<file path="src/rtl/ethrxfilter_pkg.sv">
// Shared definitions for the Ethernet receive filter: status codes, length limits,
// FSM state encoding and the word record carried through the output skid.
package ethrxfilter_pkg;

   localparam logic [2:0] ST_OK   = 3'd0;
   localparam logic [2:0] ST_GEN  = 3'd1;
   localparam logic [2:0] ST_CRC  = 3'd2;
   localparam logic [2:0] ST_RUNT = 3'd3;
   localparam logic [2:0] ST_OVER = 3'd4;
   localparam logic [2:0] ST_ADDR = 3'd5;

   localparam logic [10:0] MIN_LEN_DEF = 11'd14;
   localparam logic [10:0] MAX_LEN_DEF = 11'd1514;
   localparam logic [15:0] BCAST_WORD  = 16'hFFFF;

   typedef enum logic [2:0] {
      S_IDLE,
      S_CHECK,
      S_XFER,
      S_STATUS,
      S_DONE
   } state_t;

   typedef struct packed {
      logic [15:0] dat;
      logic        last;
      logic        odd;
   } word_t;

   // Buffer words hold {octet 2n+1, octet 2n}; mymac[47:40] is octet 0.
   function automatic logic [15:0] mac_word(input logic [47:0] mac, input logic [1:0] idx);
      case (idx)
         2'd0:    return {mac[39:32], mac[47:40]};
         2'd1:    return {mac[23:16], mac[31:24]};
         default: return {mac[7:0],   mac[15:8]};
      endcase
   endfunction

endpackage

</file>
<file path="src/rtl/ethrxfilter_if.sv">
// Host-side payload stream: valid/ready words with last/odd framing marks.
interface ethrxfilter_if;
   logic [15:0] out_data;
   logic        out_valid;
   logic        out_ready;
   logic        out_last;
   logic        out_odd;

   modport master (output out_data, out_valid, out_last, out_odd, input out_ready);
   modport slave  (input out_data, out_valid, out_last, out_odd, output out_ready);
endinterface

</file>
<file path="src/rtl/ethrxfilter_skid.sv">
// Output register plus one skid entry; issue_ok says a read launched now will have a slot
// when its data returns a clock later, so no word is lost while out_rdy is low.
module ethrxfilter_skid
   import ethrxfilter_pkg::*;
(
   input  logic  clk,
   input  logic  clr,
   input  logic  in_vld,
   input  word_t in_dat,
   output logic  issue_ok,
   output logic  out_vld,
   output word_t out_dat,
   input  logic  out_rdy
);

   logic  skid_vld;
   word_t skid_dat;
   logic  pop;
   logic [1:0] occ;

   assign pop = out_vld & out_rdy;
   // Entries held after this clock, counting the word arriving now.
   assign occ      = {1'b0, out_vld} + {1'b0, skid_vld} + {1'b0, in_vld} - {1'b0, pop};
   assign issue_ok = (occ <= 2'd1);

   always_ff @(posedge clk or posedge clr) begin
      if (clr) begin
         out_vld  <= 1'b0;
         out_dat  <= '0;
         skid_vld <= 1'b0;
         skid_dat <= '0;
      end else if (!out_vld || pop) begin
         if (skid_vld) begin
            out_vld  <= 1'b1;
            out_dat  <= skid_dat;
            skid_vld <= in_vld;
            skid_dat <= in_dat;
         end else begin
            out_vld <= in_vld;
            if (in_vld) out_dat <= in_dat;
         end
      end else if (in_vld) begin
         skid_vld <= 1'b1;
         skid_dat <= in_dat;
      end
   end

endmodule

</file>
<file path="src/rtl/ethrxfilter.sv">
// Ethernet receive filter: error/length/DA check, accepted payload streamed with 1-clk-latency reads.
// ETH_RXFILT_PROMISC_EN adds a promisc input that bypasses the destination address check.
module ethrxfilter
   import ethrxfilter_pkg::*;
#(
   parameter logic [10:0] MIN_LEN = MIN_LEN_DEF,
   parameter logic [10:0] MAX_LEN = MAX_LEN_DEF
) (
   input  logic          clk,
   input  logic          clr,
   input  logic          rxrdy,
   input  logic [10:0]   rxcntb,
   input  logic          err_gen,
   input  logic          err_crc,
   input  logic [47:0]   mymac,
`ifdef ETH_RXFILT_PROMISC_EN
   input  logic          promisc,
`endif
   output logic [9:0]    bufaddr,
   input  logic [15:0]   bufdata,
   output logic          rxdone,
   ethrxfilter_if.master out,
   output logic          st_valid,
   output logic [2:0]    st_code,
   output logic [10:0]   st_len,
   output logic [15:0]   dropcnt
);

   state_t      state_q, state_d;
   logic [9:0]  addr_q, addr_d;
   logic [1:0]  chk_q;
   logic [10:0] len_q;
   logic        eg_q, ec_q;
   logic        uc_q, bc_q;
   logic [2:0]  code_q, pre_code;
   logic [15:0] drop_q;
   logic        rd_pend_q, pend_last_q;
   logic        issue, issue_ok, addr_hit, addr_ok, last_hs, last_rd;
   logic [10:0] nwords;
   word_t       in_w, out_w;
   logic        out_vld;

   assign nwords  = {1'b0, len_q[10:1]} + {10'd0, len_q[0]};
   assign last_rd = ({1'b0, addr_q} == (nwords - 11'd1));

   always_comb begin
      pre_code = ST_OK;
      if (eg_q)                pre_code = ST_GEN;
      else if (ec_q)           pre_code = ST_CRC;
      else if (len_q < MIN_LEN) pre_code = ST_RUNT;
      else if (len_q > MAX_LEN) pre_code = ST_OVER;
   end

   // Third DA word is on bufdata while chk_q == 3; the first two are folded into uc_q/bc_q.
   assign addr_hit = (uc_q & (bufdata == mac_word(mymac, 2'd2))) |
                     (bc_q & (bufdata == BCAST_WORD));
`ifdef ETH_RXFILT_PROMISC_EN
   assign addr_ok = addr_hit | promisc;
`else
   assign addr_ok = addr_hit;
`endif

   assign last_hs = out_vld & out.out_ready & out_w.last;

   always_ff @(posedge clk or posedge clr) begin
      if (clr) state_q <= S_IDLE;
      else     state_q <= state_d;
   end

   always_comb begin
      state_d = state_q;
      addr_d  = addr_q;
      issue   = 1'b0;
      case (state_q)
         S_IDLE: begin
            addr_d = '0;
            if (rxrdy) state_d = S_CHECK;
         end
         S_CHECK: begin
            // Rewind to word 0 early so the payload re-read starts on XFER entry.
            addr_d = chk_q[1] ? 10'd0 : addr_q + 10'd1;
            if (chk_q == 2'd0 && pre_code != ST_OK) begin
               state_d = S_STATUS;
               addr_d  = '0;
            end else if (chk_q == 2'd3) begin
               state_d = addr_ok ? S_XFER : S_STATUS;
            end
         end
         S_XFER: begin
            issue = ({1'b0, addr_q} < nwords) && issue_ok;
            if (issue)   addr_d  = addr_q + 10'd1;
            if (last_hs) state_d = S_STATUS;
         end
         S_STATUS: begin
            addr_d  = '0;
            state_d = S_DONE;
         end
         S_DONE: begin
            addr_d = '0;
            if (!rxrdy) state_d = S_IDLE;
         end
         default: state_d = S_IDLE;
      endcase
   end

   always_ff @(posedge clk or posedge clr) begin
      if (clr) begin
         addr_q      <= '0;
         chk_q       <= '0;
         len_q       <= '0;
         eg_q        <= 1'b0;
         ec_q        <= 1'b0;
         uc_q        <= 1'b0;
         bc_q        <= 1'b0;
         code_q      <= ST_OK;
         drop_q      <= '0;
         rd_pend_q   <= 1'b0;
         pend_last_q <= 1'b0;
      end else begin
         addr_q      <= addr_d;
         rd_pend_q   <= issue;
         pend_last_q <= issue & last_rd;
         if (state_q == S_IDLE && rxrdy) begin
            len_q <= rxcntb;
            eg_q  <= err_gen;
            ec_q  <= err_crc;
         end
         if (state_q == S_CHECK) begin
            chk_q <= chk_q + 2'd1;
            if (chk_q == 2'd1) begin
               uc_q <= (bufdata == mac_word(mymac, 2'd0));
               bc_q <= (bufdata == BCAST_WORD);
            end else if (chk_q == 2'd2) begin
               uc_q <= uc_q & (bufdata == mac_word(mymac, 2'd1));
               bc_q <= bc_q & (bufdata == BCAST_WORD);
            end
            if (chk_q == 2'd0 && pre_code != ST_OK) code_q <= pre_code;
            else if (chk_q == 2'd3)                 code_q <= addr_ok ? ST_OK : ST_ADDR;
         end else begin
            chk_q <= '0;
         end
         if (state_q == S_STATUS && code_q != ST_OK && drop_q != 16'hFFFF)
            drop_q <= drop_q + 16'd1;
      end
   end

   assign in_w.dat  = bufdata;
   assign in_w.last = pend_last_q;
   assign in_w.odd  = pend_last_q & len_q[0];

   ethrxfilter_skid u_skid (
      .clk      (clk),
      .clr      (clr),
      .in_vld   (rd_pend_q),
      .in_dat   (in_w),
      .issue_ok (issue_ok),
      .out_vld  (out_vld),
      .out_dat  (out_w),
      .out_rdy  (out.out_ready)
   );

   assign out.out_valid = out_vld;
   assign out.out_data  = out_w.dat;
   assign out.out_last  = out_w.last;
   assign out.out_odd   = out_w.odd;

   assign bufaddr  = addr_q;
   assign rxdone   = (state_q == S_DONE);
   assign st_valid = (state_q == S_STATUS);
   assign st_code  = st_valid ? code_q : 3'd0;
   assign st_len   = st_valid ? len_q : 11'd0;
   assign dropcnt  = drop_q;

endmodule

</file>
<file path="src/flat_wrapper.sv">
// flat-port wrapper written by rule: the top's interface ports become plain ports
module ethrxfilter_flat import ethrxfilter_pkg::*;
#(
   parameter logic [10:0] MIN_LEN = MIN_LEN_DEF,
   parameter logic [10:0] MAX_LEN = MAX_LEN_DEF
)
  (clk, clr, rxrdy, rxcntb, err_gen, err_crc, mymac, bufaddr, bufdata, rxdone, st_valid, st_code, st_len, dropcnt, out_out_data, out_out_valid, out_out_last, out_out_odd, out_out_ready);
  ethrxfilter_if out_i ();
  input  logic clk;
  input  logic clr;
  input  logic rxrdy;
  input  logic [10:0] rxcntb;
  input  logic err_gen;
  input  logic err_crc;
  input  logic [47:0] mymac;
  output logic [9:0] bufaddr;
  input  logic [15:0] bufdata;
  output logic rxdone;
  output logic st_valid;
  output logic [2:0] st_code;
  output logic [10:0] st_len;
  output logic [15:0] dropcnt;
  output wire logic [$bits(out_i.out_data)-1:0] out_out_data;
  output wire logic [$bits(out_i.out_valid)-1:0] out_out_valid;
  output wire logic [$bits(out_i.out_last)-1:0] out_out_last;
  output wire logic [$bits(out_i.out_odd)-1:0] out_out_odd;
  input wire logic [$bits(out_i.out_ready)-1:0] out_out_ready;
  assign out_out_data = out_i.out_data;
  assign out_out_valid = out_i.out_valid;
  assign out_out_last = out_i.out_last;
  assign out_out_odd = out_i.out_odd;
  assign out_i.out_ready = out_out_ready;
  ethrxfilter #(.MIN_LEN(MIN_LEN), .MAX_LEN(MAX_LEN)) u_core (.clk(clk), .clr(clr), .rxrdy(rxrdy), .rxcntb(rxcntb), .err_gen(err_gen), .err_crc(err_crc), .mymac(mymac), .bufaddr(bufaddr), .bufdata(bufdata), .rxdone(rxdone), .out(out_i), .st_valid(st_valid), .st_code(st_code), .st_len(st_len), .dropcnt(dropcnt));
endmodule
</file>
<file path="config.mk">
export PLATFORM = sky130hd
export DESIGN_NAME = ethrxfilter_flat
export DESIGN_NICKNAME = d
export VERILOG_FILES = /design/src/rtl/ethrxfilter_pkg.sv /design/src/rtl/ethrxfilter_if.sv /design/src/rtl/ethrxfilter_skid.sv /design/src/rtl/ethrxfilter.sv /design/src/flat_wrapper.sv
export SDC_FILE = /design/constraint.sdc
export NUM_CORES = 1
export LEC_CHECK = 0
export ABC_AREA = 0
export CORE_MARGIN = 2
export CORE_UTILIZATION = 50
export CTS_CLUSTER_DIAMETER = 40
export CTS_CLUSTER_SIZE = 30
export DETAILED_ROUTE_END_ITERATION = 10
export GPL_TIMING_DRIVEN = 0
export HOLD_SLACK_MARGIN = 0.1
export PLACE_DENSITY = 0.78
export SLEW_MARGIN = 10
export SYNTH_ARGS = -nofsm -noshare
export SYNTH_HDL_FRONTEND = slang
export SYNTH_SLANG_ARGS = --single-unit
</file>
<file path="constraint.sdc">
create_clock -name clk -period 4.9 [get_ports clk]
set_input_delay 0.735 -clock clk [delete_from_list [all_inputs] [get_ports clk]]
set_output_delay 0.735 -clock clk [all_outputs]
set_load 0.01 [all_outputs]
</file>
==> flow_summary.yaml, run 1 <==
status:
  outcome: "finished, final reports clean"
logic_synthesis:
  synth_top_family_by_area: "simple AND/OR/NAND/NOR gates"
  yosys.area_share.simple: 0.1813
  synth_edf_count: 0
  yosys_warnings: 0
  async_flop_share: 1.000
  muxShareOfSynthArea: 0.09193
  synth-compound-area-share: 0.09822
  ys_seq_area_frac: 0.3859
  synthXorXnorAreaFrac: 0.1375
  synthFlopType: "dfrtp_1"
  synth_adder_area_share: 0.04705
  synth.distinct_cells: 71
  ys_seq_elements: 89
  syn_area_per_cell_sq_um: 9.748
  syn_nets: 693
  netlist_instances: 592
  syn_area_sq_mm: 0.005771
cells_and_area:
  instances_no_fill: 877
  final_common_cell: "clkdlybuf4s50_1"
  final_cell_mix: "125 x clkdlybuf4s50_1, 89 x dfrtp_1, 45 x xnor2_1"
  drive_above_1_share: 0.1158
  fill_cells: 891
  nets: 830
  antenna_cells: 0
  syn2layout_area_growth_pct: 30.75
min_path:
  min_to: "u_core.dropcnt[9]"
  worstHoldStart: "u_core.dropcnt[9]"
  hold_path_depth: 1
  hp-class: "register to register"
floorplanning:
  dieArea_sq_mm: 0.01242
  die_w_um: 111.4
  die_h_um: 111.4
  rows: 39
  core_sq_mm: 0.01132
  initial_core_util: 0.5097
  ios: 142
critical_path:
  reg2reg_slack_ns: 1.32
  timing.rr.start: "u_core.len_q[0]"
  critical_path_class: "register to register"
  crit_start: "u_core.len_q[0]"
  worstPathArrival_ns: 3.80
  end_kind: "register"
  crit_required_ns: 5.11
  regToRegEndpoint: "u_core.bufaddr[5]"
  cp_max_fo: 10
  reg2regPathDepth: 14
  worst_setup_path_start_kind: "register"
drt:
  wire_per_inst_um: 17.13
  drtIter0Drc: 185
  drt_pass1_iterations: 4
  drcViolationCount: 0
  num_vias: 4910
  via_per_inst: 5.599
  routed_wl_mm: 15.03
  antenna_left: 0
timing:
  finalSetupTns_ns: 0
  final-setup-viol-count: 0
  slew_headroom: 0.2871
  finalClockSkew_ns: 0.004526
  worst_slack_ns: 1.320
  rsz0062_at_grt: "false"
  post-route-period-util: 0.7307
  timing.final.crit_period_ns: 3.581
  max_freq_mhz: 279.3
  final_hold_viol_count: 0
  tightest_slew_ns: 1.069
  finalMaxSlewViolations: 0
grt:
  antenna_found_initial: 0
  gr-total-overflow: 0
  grt_pass1_vias: 5018
  grt_usage: 0.2431
  grt_max_degree: 68
  grt_pass1_wl_mm: 24.62
clock_tree:
  clock_latency_ns: 0.34
  cts_root_buffer: "clkbuf_16"
  h-tree-depth: 3
  post_cts_buffers: 0
  cts-resized-gates: 0
  cts_buffer_depth: 2
  path_clk_slew_ns: 0.07
  hold_buffers: 0
  cts.sinks: 89
  cts_buffers: 9
  tritoncts: "done"
power_and_ir_drop:
  ir_drop_v: 0.0003090
  power.leakage_uw: 0.003032
  total_power_uw: 3853
  power.density_mw_per_mm2: 510.7
placement:
  dp.cells: 861
  gp_congestion: 0.9328
  place_ws_ns: 1.340
  io_buffer_count: 125
  dp_hpwl_mm: 11.49
flow_run:
  cap_violations: 0
-- critical path: stages, from the launching register on --
cell and delay, ns:
dfrtp_1 0.48, ha_1 0.21, buf_6 0.13, nand3_1 0.15
nor3_1 0.32, nor2_1 0.12, ha_1 0.33, a41oi_1 0.21
o21ai_0 0.11, a221o_1 0.32, maj3_2 0.32, a41o_1 0.29
buf_2 0.20, o21ai_1 0.16, o31ai_1 0.09
-- logic make-up after synthesis --
family / Yosys count
buffers and inverters: 65
adder cells (fa/ha/maj): 22
flip-flops: 89
AND/OR/NAND/NOR: 191
AO/OA/AOI/OAI: 90
multiplexers: 49
XOR/XNOR: 86
-- where the power goes --
group	total, uW	internal (uW)	switching (uW)
logic	1930	940	994
clock network	717	416	300
registers	1200	999	203
total	3850	2360	1500
-- flip-flops by register name, summed over array words and instances (netlist names) --
signal and count:
u_core.bufaddr 10, u_core.rd_pend_q 1, u_core.chk_q 2, u_core.uc_q 1, u_core.code_q 3, u_core.u_skid.skid_dat 18
u_core.u_skid.out_vld 1, u_core.ec_q 1, u_core.dropcnt 16, u_core.u_skid.out_dat 18, u_core.u_skid.skid_vld 1, u_core.eg_q 1
u_core.pend_last_q 1, u_core.len_q 11, u_core.bc_q 1, u_core.state_q 3
-- Yosys cell counts (3+ instances only) --
master / n / area (sq um)
nand4_1: 21 / 131.4
nand3_1: 21 / 105.1
o21ai_0: 19 / 95.09
o31ai_1: 3 / 22.52
nor3b_1: 4 / 30.03
ha_1: 20 / 250.2
and3_1: 4 / 25.02
buf_6: 4 / 45.04
a21oi_1: 34 / 170.2
nor3_1: 14 / 70.07
nand2b_1: 4 / 25.02
xnor2_1: 45 / 394.1
nand2_1: 32 / 120.1
clkbuf_1: 26 / 97.59
nor4_1: 11 / 68.82
buf_2: 4 / 20.02
a31oi_1: 4 / 25.02
nor2_1: 41 / 153.9
nor2b_1: 3 / 18.77
inv_1: 22 / 82.58
dfrtp_1: 89 / 2227
and4_2: 3 / 30.03
mux2_2: 32 / 360.4
o21ai_1: 10 / 50.05
mux2i_1: 17 / 170.2
xor2_1: 38 / 332.8
and2_1: 16 / 100.1
-- area by class of cell --
cell class | instances | area (sq um) | share of cell area
Clock inverter | 6 | 75.07 | 0.009950
Sequential cell | 89 | 2227 | 0.2952
Tap cell | 143 | 178.9 | 0.02371
Buffer | 41 | 245.2 | 0.03250
Multi-Input combinational cell | 438 | 3208 | 0.4252
Inverter | 24 | 92.59 | 0.01227
Timing Repair Buffer | 126 | 1279 | 0.1695
Clock buffer | 10 | 239.0 | 0.03167
-- per-layer routing --
layer,part of all wire,vias up,GRT usage
met4,0.024,0,0.07819
met1,0.42,2356,0.2959
met5,0,-,0
li1,-,2339,-
met3,0.057,33,0.05063
met2,0.50,182,0.4325
-- how the worst max path moves through the flow --
stage / endpoint / slack, ns / cells past startpoint
after detailed placement: u_core.bufaddr[5] / 1.34 / 14
after global placement: u_core.bufaddr[1] / 0.53 / 2
after global routing: u_core.bufaddr[5] / 1.02 / 13
after CTS: u_core.bufaddr[5] / 1.29 / 13
final: u_core.bufaddr[5] / 1.32 / 14
after floorplan: u_core.bufaddr[5] / 1.82 / 14
-- stage by stage --
step | area (sq um) | util | hold slack [ns]
2_1_floorplan | 5771 | - | 0.4501
3_3_place_gp | 7201 | 0.6361 | 0.4664
5_1_grt | 7545 | 0.6664 | 0.5220
4_1_cts | 7545 | 0.6664 | 0.5008
6_report | 7545 | 0.6664 | 0.4964
3_5_place_dp | 7231 | 0.6387 | 0.4810
(Power assumes the default switching activity.)
==> inputs of run 2 (changes only) <==
==> constraint.sdc (replaced) <==
create_clock -name clk -period 3.5 [get_ports clk]
set_input_delay 0.525 -clock clk [delete_from_list [all_inputs] [get_ports clk]]
set_output_delay 0.525 -clock clk [all_outputs]
set_load 0.01 [all_outputs]
==> run 2 against run 1 <==
Compared with the run above:
- cell count grew 0.34%
- non-clock buffer count grew 3
- sequential power grew 40%
- critical path type unchanged
- clock skew grew 0.00087 ns
- power grew 41%
- register-to-register slack lost 1.2 ns
- worst setup slack lost 1.2 ns
- final area grew 0.75%
- sequential cell count is the same
- worst hold slack lost 0.00060 ns
- first-iteration DRC count grew 14%
- largest cell class unchanged
- critical endpoint unchanged
==> flow_summary.yaml, run 2 (same netlist as run 1, synthesis figures left out) <==
status:
  outcome: "finished, final reports clean"
cells_and_area:
  final_cell_mix: "125 x clkdlybuf4s50_1, 87 x dfrtp_1, 44 x xnor2_1"
  fill_cells: 882
  drive_above_1_share: 0.1303
  final_common_cell: "clkdlybuf4s50_1"
  design_area_sq_mm: 0.007601
  antenna_cells: 0
  syn2layout_area_growth_pct: 31.72
  nets: 833
drt:
  num_vias: 4912
  drcViolationCount: 0
  via_per_inst: 5.582
  routed_wl_mm: 15.11
  antenna_left: 0
  wire_per_inst_um: 17.17
  drt_pass1_iterations: 5
  drtIter0Drc: 210
power_and_ir_drop:
  pwr-share-clk: 0.184
  power.leakage_uw: 0.003054
  ir_drop_v: 0.0004340
  power.density_mw_per_mm2: 716.0
  switchingPower_uw: 2111
  combPwrFrac: 0.507
  internal-power_uw: 3331
  switching_share: 0.3880
  p_seq_frac: 0.309
clock_tree:
  clock_latency_ns: 0.34
  path_clk_slew_ns: 0.07
  cts.sinks: 89
  cts_buffers: 9
  h-tree-depth: 3
  tritoncts: "done"
  cts_buffer_depth: 2
  cts_root_buffer: "clkbuf_16"
  hold_buffers: 0
critical_path:
  worst_setup_path_start_kind: "register"
  critPathCapture: "u_core.bufaddr[5]"
  reg2regPathDepth: 14
  reg2reg_slack_ns: 0.17
  crit_start: "u_core.len_q[1]"
  worstPathArrival_ns: 3.54
  timing.rr.start: "u_core.len_q[1]"
  path_depth: 14
  critical_path_class: "register to register"
  end_kind: "register"
  slowest_stage: "dfrtp_2"
  crit_required_ns: 3.71
  cp_max_fo: 10
  crit_top_cell: "ha_1"
  critPathBufInv: 2
  critPathMaxStageDelay_ns: 0.42
  cpLargestDelayFamily: "compound AO/OA/AOI/OAI gates"
  cp_cell_sequence: "ha_1 -> buf_6 -> nand3_2 -> o21a_1 -> nor2_2 -> ha_1 -> a41oi_1 -> o21ai_0 -> a221o_1 -> maj3_2 -> a41o_1 -> buf_4 -> o21ai_2 -> o31ai_2"
  regToRegEndpoint: "u_core.bufaddr[5]"
floorplanning:
  ios: 142
  rows: 39
  core_sq_mm: 0.01132
  initial_core_util: 0.5097
  dieArea_sq_mm: 0.01242
  die_w_um: 111.4
  die_h_um: 111.4
grt:
  gr-total-overflow: 0
  grt_usage: 0.2431
  grt_max_degree: 68
  grt_pass1_wl_mm: 24.61
  antenna_found_initial: 0
  grt_pass1_vias: 5022
timing:
  finalClockSkew_ns: 0.005391
  tightest_slew_ns: 1.094
  final_hold_viol_count: 0
  finalMaxSlewViolations: 0
  slew_headroom: 0.2704
  post-route-period-util: 0.9525
  timing.final.crit_period_ns: 3.334
  max_freq_mhz: 300.0
  holdWs_ns: 0.4958
  final-setup-viol-count: 0
flow_run:
  cap_violations: 0
placement:
  gp_congestion: 0.9328
  io_buffer_count: 125
  placed_cell_area_sq_mm: 0.007231
  dp_hpwl_mm: 11.49
min_path:
  hp-class: "register to register"
==> run 2: worst min path at each step <==
stage                                    from                        end  slack [ns]  cells after the start
floorplan           u_core.u_skid.skid_dat[0]  u_core.u_skid.skid_dat[0]        0.45                      2
global placement    u_core.u_skid.skid_dat[0]  u_core.u_skid.skid_dat[0]        0.47                      2
detailed placement  u_core.u_skid.skid_dat[0]  u_core.u_skid.skid_dat[0]        0.48                      2
CTS                         u_core.dropcnt[9]          u_core.dropcnt[9]        0.50                      1
global route                u_core.dropcnt[9]          u_core.dropcnt[9]        0.52                      1
finish                      u_core.dropcnt[9]          u_core.dropcnt[9]        0.50                      1
==> run 2: what timing repair did <==
item                                    in CTS  in global routing
setup buffers                                0                  3
gates resized for setup                      3                  7
pin swaps                                    0                  3
endpoints found under the setup margin       6                 10
==> run 2: power by group through the flow <==
stage	Sequential (uW)	Combinational [uW]	Clock, uW
6_report	1680	2760	1000
5_1_grt	1730	3030	1060
4_1_cts	1680	2720	1020
3_3_place_gp	1670	2590	0
2_1_floorplan	1690	1780	0
3_5_place_dp	1700	2690	0
==> run 2: cell type report <==
type | instances | area (sq um) | area share
Buffer | 41 | 247.7 | 0.03259
Clock inverter | 6 | 75.07 | 0.009877
Inverter | 24 | 92.59 | 0.01218
Clock buffer | 10 | 239.0 | 0.03144
Multi-Input combinational cell | 438 | 3237 | 0.4258
Timing Repair Buffer | 129 | 1301 | 0.1712
Tap cell | 143 | 178.9 | 0.02354
Sequential cell | 89 | 2230 | 0.2933
==> run 2: worst reg2reg max path, stage by stage, from the launching register on <==
cell	delay, ns
dfrtp_2	0.42
ha_1	0.19
buf_6	0.13
nand3_2	0.12
o21a_1	0.25
nor2_2	0.16
ha_1	0.28
a41oi_1	0.21
o21ai_0	0.11
a221o_1	0.32
maj3_2	0.32
a41o_1	0.25
buf_4	0.20
o21ai_2	0.15
o31ai_2	0.09
==> run 2: per-stage QoR <==
stage / instances / utilization / setup TNS (ns) / worst slack, ns / total power (uW)
final: 880 / 0.6714 / 0 / 0.1663 / 5442
after global routing: 880 / 0.6714 / -0.04414 / -0.03467 / 5821
after CTS: 877 / 0.6671 / 0 / 0.009687 / 5426
after detailed placement: 861 / 0.6387 / -0.1825 / -0.06009 / 4392
after global placement: 860 / 0.6361 / -57.97 / -0.6588 / 4260
after floorplan: 592 / - / 0 / 0.4193 / 3475
==> run 2: per-layer routing <==
layer / global-route usage / share of wire
met3: 0.05063 / 0.058
met4: 0.07819 / 0.021
met2: 0.4333 / 0.50
met5: 0 / 0
met1: 0.2952 / 0.42
==> inputs of run 3 (changes only) <==
--- a/config.mk
+++ b/config.mk
@@ -11,9 +11,10 @@
 export CTS_CLUSTER_DIAMETER = 40
 export CTS_CLUSTER_SIZE = 30
 export DETAILED_ROUTE_END_ITERATION = 10
+export DONT_BUFFER_PORTS = 1
 export GPL_TIMING_DRIVEN = 0
 export HOLD_SLACK_MARGIN = 0.1
-export PLACE_DENSITY = 0.78
+export PLACE_DENSITY = 0.62
 export SLEW_MARGIN = 10
 export SYNTH_ARGS = -nofsm -noshare
 export SYNTH_HDL_FRONTEND = slang
==> run 3 against run 2 <==
Compared with the run above:
- final area down 16%
- cell count down 14%
- core utilization down 11 points
- clock skew up 0.0054 ns
- critical path depth down 1
- via count down 10%
- maximum frequency up 1.9%
- global-route usage down 1.8 points
- non-clock buffer count down 122
- combinational power down 17%
- sequential share of layout area up 5.5 points
- sequential power up 5%
==> flow_summary.yaml, run 3 (same netlist as run 1, synthesis figures left out) <==
status:
  outcome: "finished, final reports clean"
drt:
  drtIter0Drc: 136
  routed_wl_mm: 14.05
  drt_pass1_iterations: 6
  wl_met1_mm: 6.016
  wl_met2_mm: 6.945
  topRoutingLayerUsed: "met4"
  via_per_inst: 5.813
  antenna_left: 0
  drcViolationCount: 0
  wl_met3_um: 828
  wire_per_inst_um: 18.53
  num_vias: 4406
critical_path:
  worstPathArrival_ns: 3.49
  regToRegEndpoint: "u_core.bufaddr[4]"
  worst_setup_path_start_kind: "register"
  crit_required_ns: 3.72
  reg2regPathDepth: 13
  cp_max_fo: 10
  timing.rr.start: "u_core.len_q[1]"
  critical_path_class: "register to register"
  reg2reg_slack_ns: 0.23
  end_kind: "register"
clock_tree:
  cts.sinks: 89
  path_clk_slew_ns: 0.07
  h-tree-depth: 3
  cts_buffer_depth: 2
  tritoncts: "done"
  clock_latency_ns: 0.35
  cts_buffers: 9
  cts_root_buffer: "clkbuf_16"
timing:
  finalSetupTns_ns: 0
  rsz0062_at_grt: "false"
  timing.final.crit_period_ns: 3.272
  final-setup-viol-count: 0
  post-route-period-util: 0.9349
  finalMaxSlewViolations: 0
  max_freq_mhz: 305.6
  slew_headroom: 0.2685
  finalClockSkew_ns: 0.01080
  final_hold_viol_count: 0
  tightest_slew_ns: 1.097
cells_and_area:
  syn2layout_area_growth_pct: 10.80
  design_area_sq_mm: 0.006394
  instances_no_fill: 758
  nets: 711
  seq_area_sq_mm: 0.002230
  multi_input_area_sq_mm: 0.003242
  final_cell_mix: "87 x dfrtp_1, 44 x xnor2_1, 40 x nor2_1"
  final_common_cell: "dfrtp_1"
  fill_cells: 1033
  drive_above_1_share: 0.1610
  antenna_cells: 0
min_path:
  worstHoldStart: "rxcntb[0]"
  hold_path_depth: 2
  hp-class: "input port to register"
  min_to: "u_core.len_q[0]"
floorplanning:
  initial_core_util: 0.5097
  die_w_um: 111.4
  die_h_um: 111.4
  core_sq_mm: 0.01132
  rows: 39
  ios: 142
  dieArea_sq_mm: 0.01242
placement:
  dp_hpwl_mm: 10.46
  dp.cells: 736
  placed_cell_area_sq_mm: 0.005979
  io_buffer_count: 0
  gp_congestion: 0.8624
grt:
  grt_usage: 0.2252
  gr-total-overflow: 0
  grt_pass1_vias: 4233
  grt_pass1_wl_mm: 22.18
  grt_max_degree: 54
  antenna_found_initial: 0
flow_run:
  cap_violations: 0
power_and_ir_drop:
  power.density_mw_per_mm2: 799.1
  power.leakage_uw: 0.002601
  ir_drop_v: 0.0004999
-- run 3: layer usage --
| metal | GRT usage | up-vias |
|---|---|---|
| met2 | 0.3931 | 146 |
| met5 | 0 | - |
| met1 | 0.2718 | 2138 |
| li1 | - | 2105 |
| met3 | 0.06315 | 17 |
| met4 | 0.06831 | 0 |
-- run 3: worst max-delay path, cell delays in order (launching register included) --
cell and delay (ns):
dfrtp_2 0.44, ha_1 0.19, buf_6 0.14, and2_2 0.20
xnor2_1 0.23, ha_1 0.29, a21oi_1 0.16, o21ai_0 0.13
a221o_1 0.34, maj3_2 0.33, a41o_1 0.24, clkbuf_4 0.21
o21ai_2 0.16, o31ai_2 0.08
-- run 3: per-stage QoR --
step	setup WS (ns)	hold slack [ns]	power, uW	utilization
6_report	0.2278	0.2949	5109	0.5648
2_1_floorplan	0.4193	0.4501	3475	-
3_5_place_dp	0.01515	0.4664	3990	0.5282
4_1_cts	0.03352	0.2885	5087	0.5587
5_1_grt	0.03225	0.2992	5499	0.5648
3_3_place_gp	-0.3809	0.4671	3899	0.5255
-- run 3: how the worst max path moves through the flow --
| stage | slack (ns) | startpoint | to | cells past startpoint |
|---|---|---|---|---|
| 2_1_floorplan | 0.42 | u_core.len_q[1] | u_core.bufaddr[5] | 14 |
| 3_3_place_gp | -0.38 | clr | u_core.bufaddr[0] | 1 |
| 4_1_cts | 0.03 | u_core.len_q[5] | u_core.bufaddr[4] | 14 |
| 6_report | 0.23 | u_core.len_q[1] | u_core.bufaddr[4] | 13 |
| 3_5_place_dp | 0.02 | u_core.len_q[0] | u_core.bufaddr[4] | 13 |
| 5_1_grt | 0.03 | u_core.len_q[7] | u_core.bufaddr[5] | 12 |
-- run 3: timing repair --
| item | 4_1_cts | 5_1_grt |
|---|---|---|
| endpoints found under the hold margin | 36 | 0 |
| endpoints found under the setup margin | 1 | 11 |
| hold buffers | 1 | 0 |
| setup buffers | 0 | 5 |
| pin swaps | 0 | 3 |
| resized for setup | 3 | 7 |
-- run 3: area by class of cell --
cell class                 instances  area share
clock buffer                      10     0.03738
inverter                          24     0.01448
multi-input combinational        438      0.5070
timing repair buffer               7     0.01174
tap                              143     0.02798
clock inverter                     6     0.01389
buffer                            41     0.03875
sequential                        89      0.3487
-- run 3: where the power goes --
group | total [uW] | switching [uW] | leakage [uW] | internal [uW]
registers | 1770 | 367 | 0.00110 | 1400
logic | 2280 | 1260 | 0.00134 | 1010
clock network | 1070 | 419 | 0.000155 | 646
total | 5110 | 2050 | 0.00260 | 3060
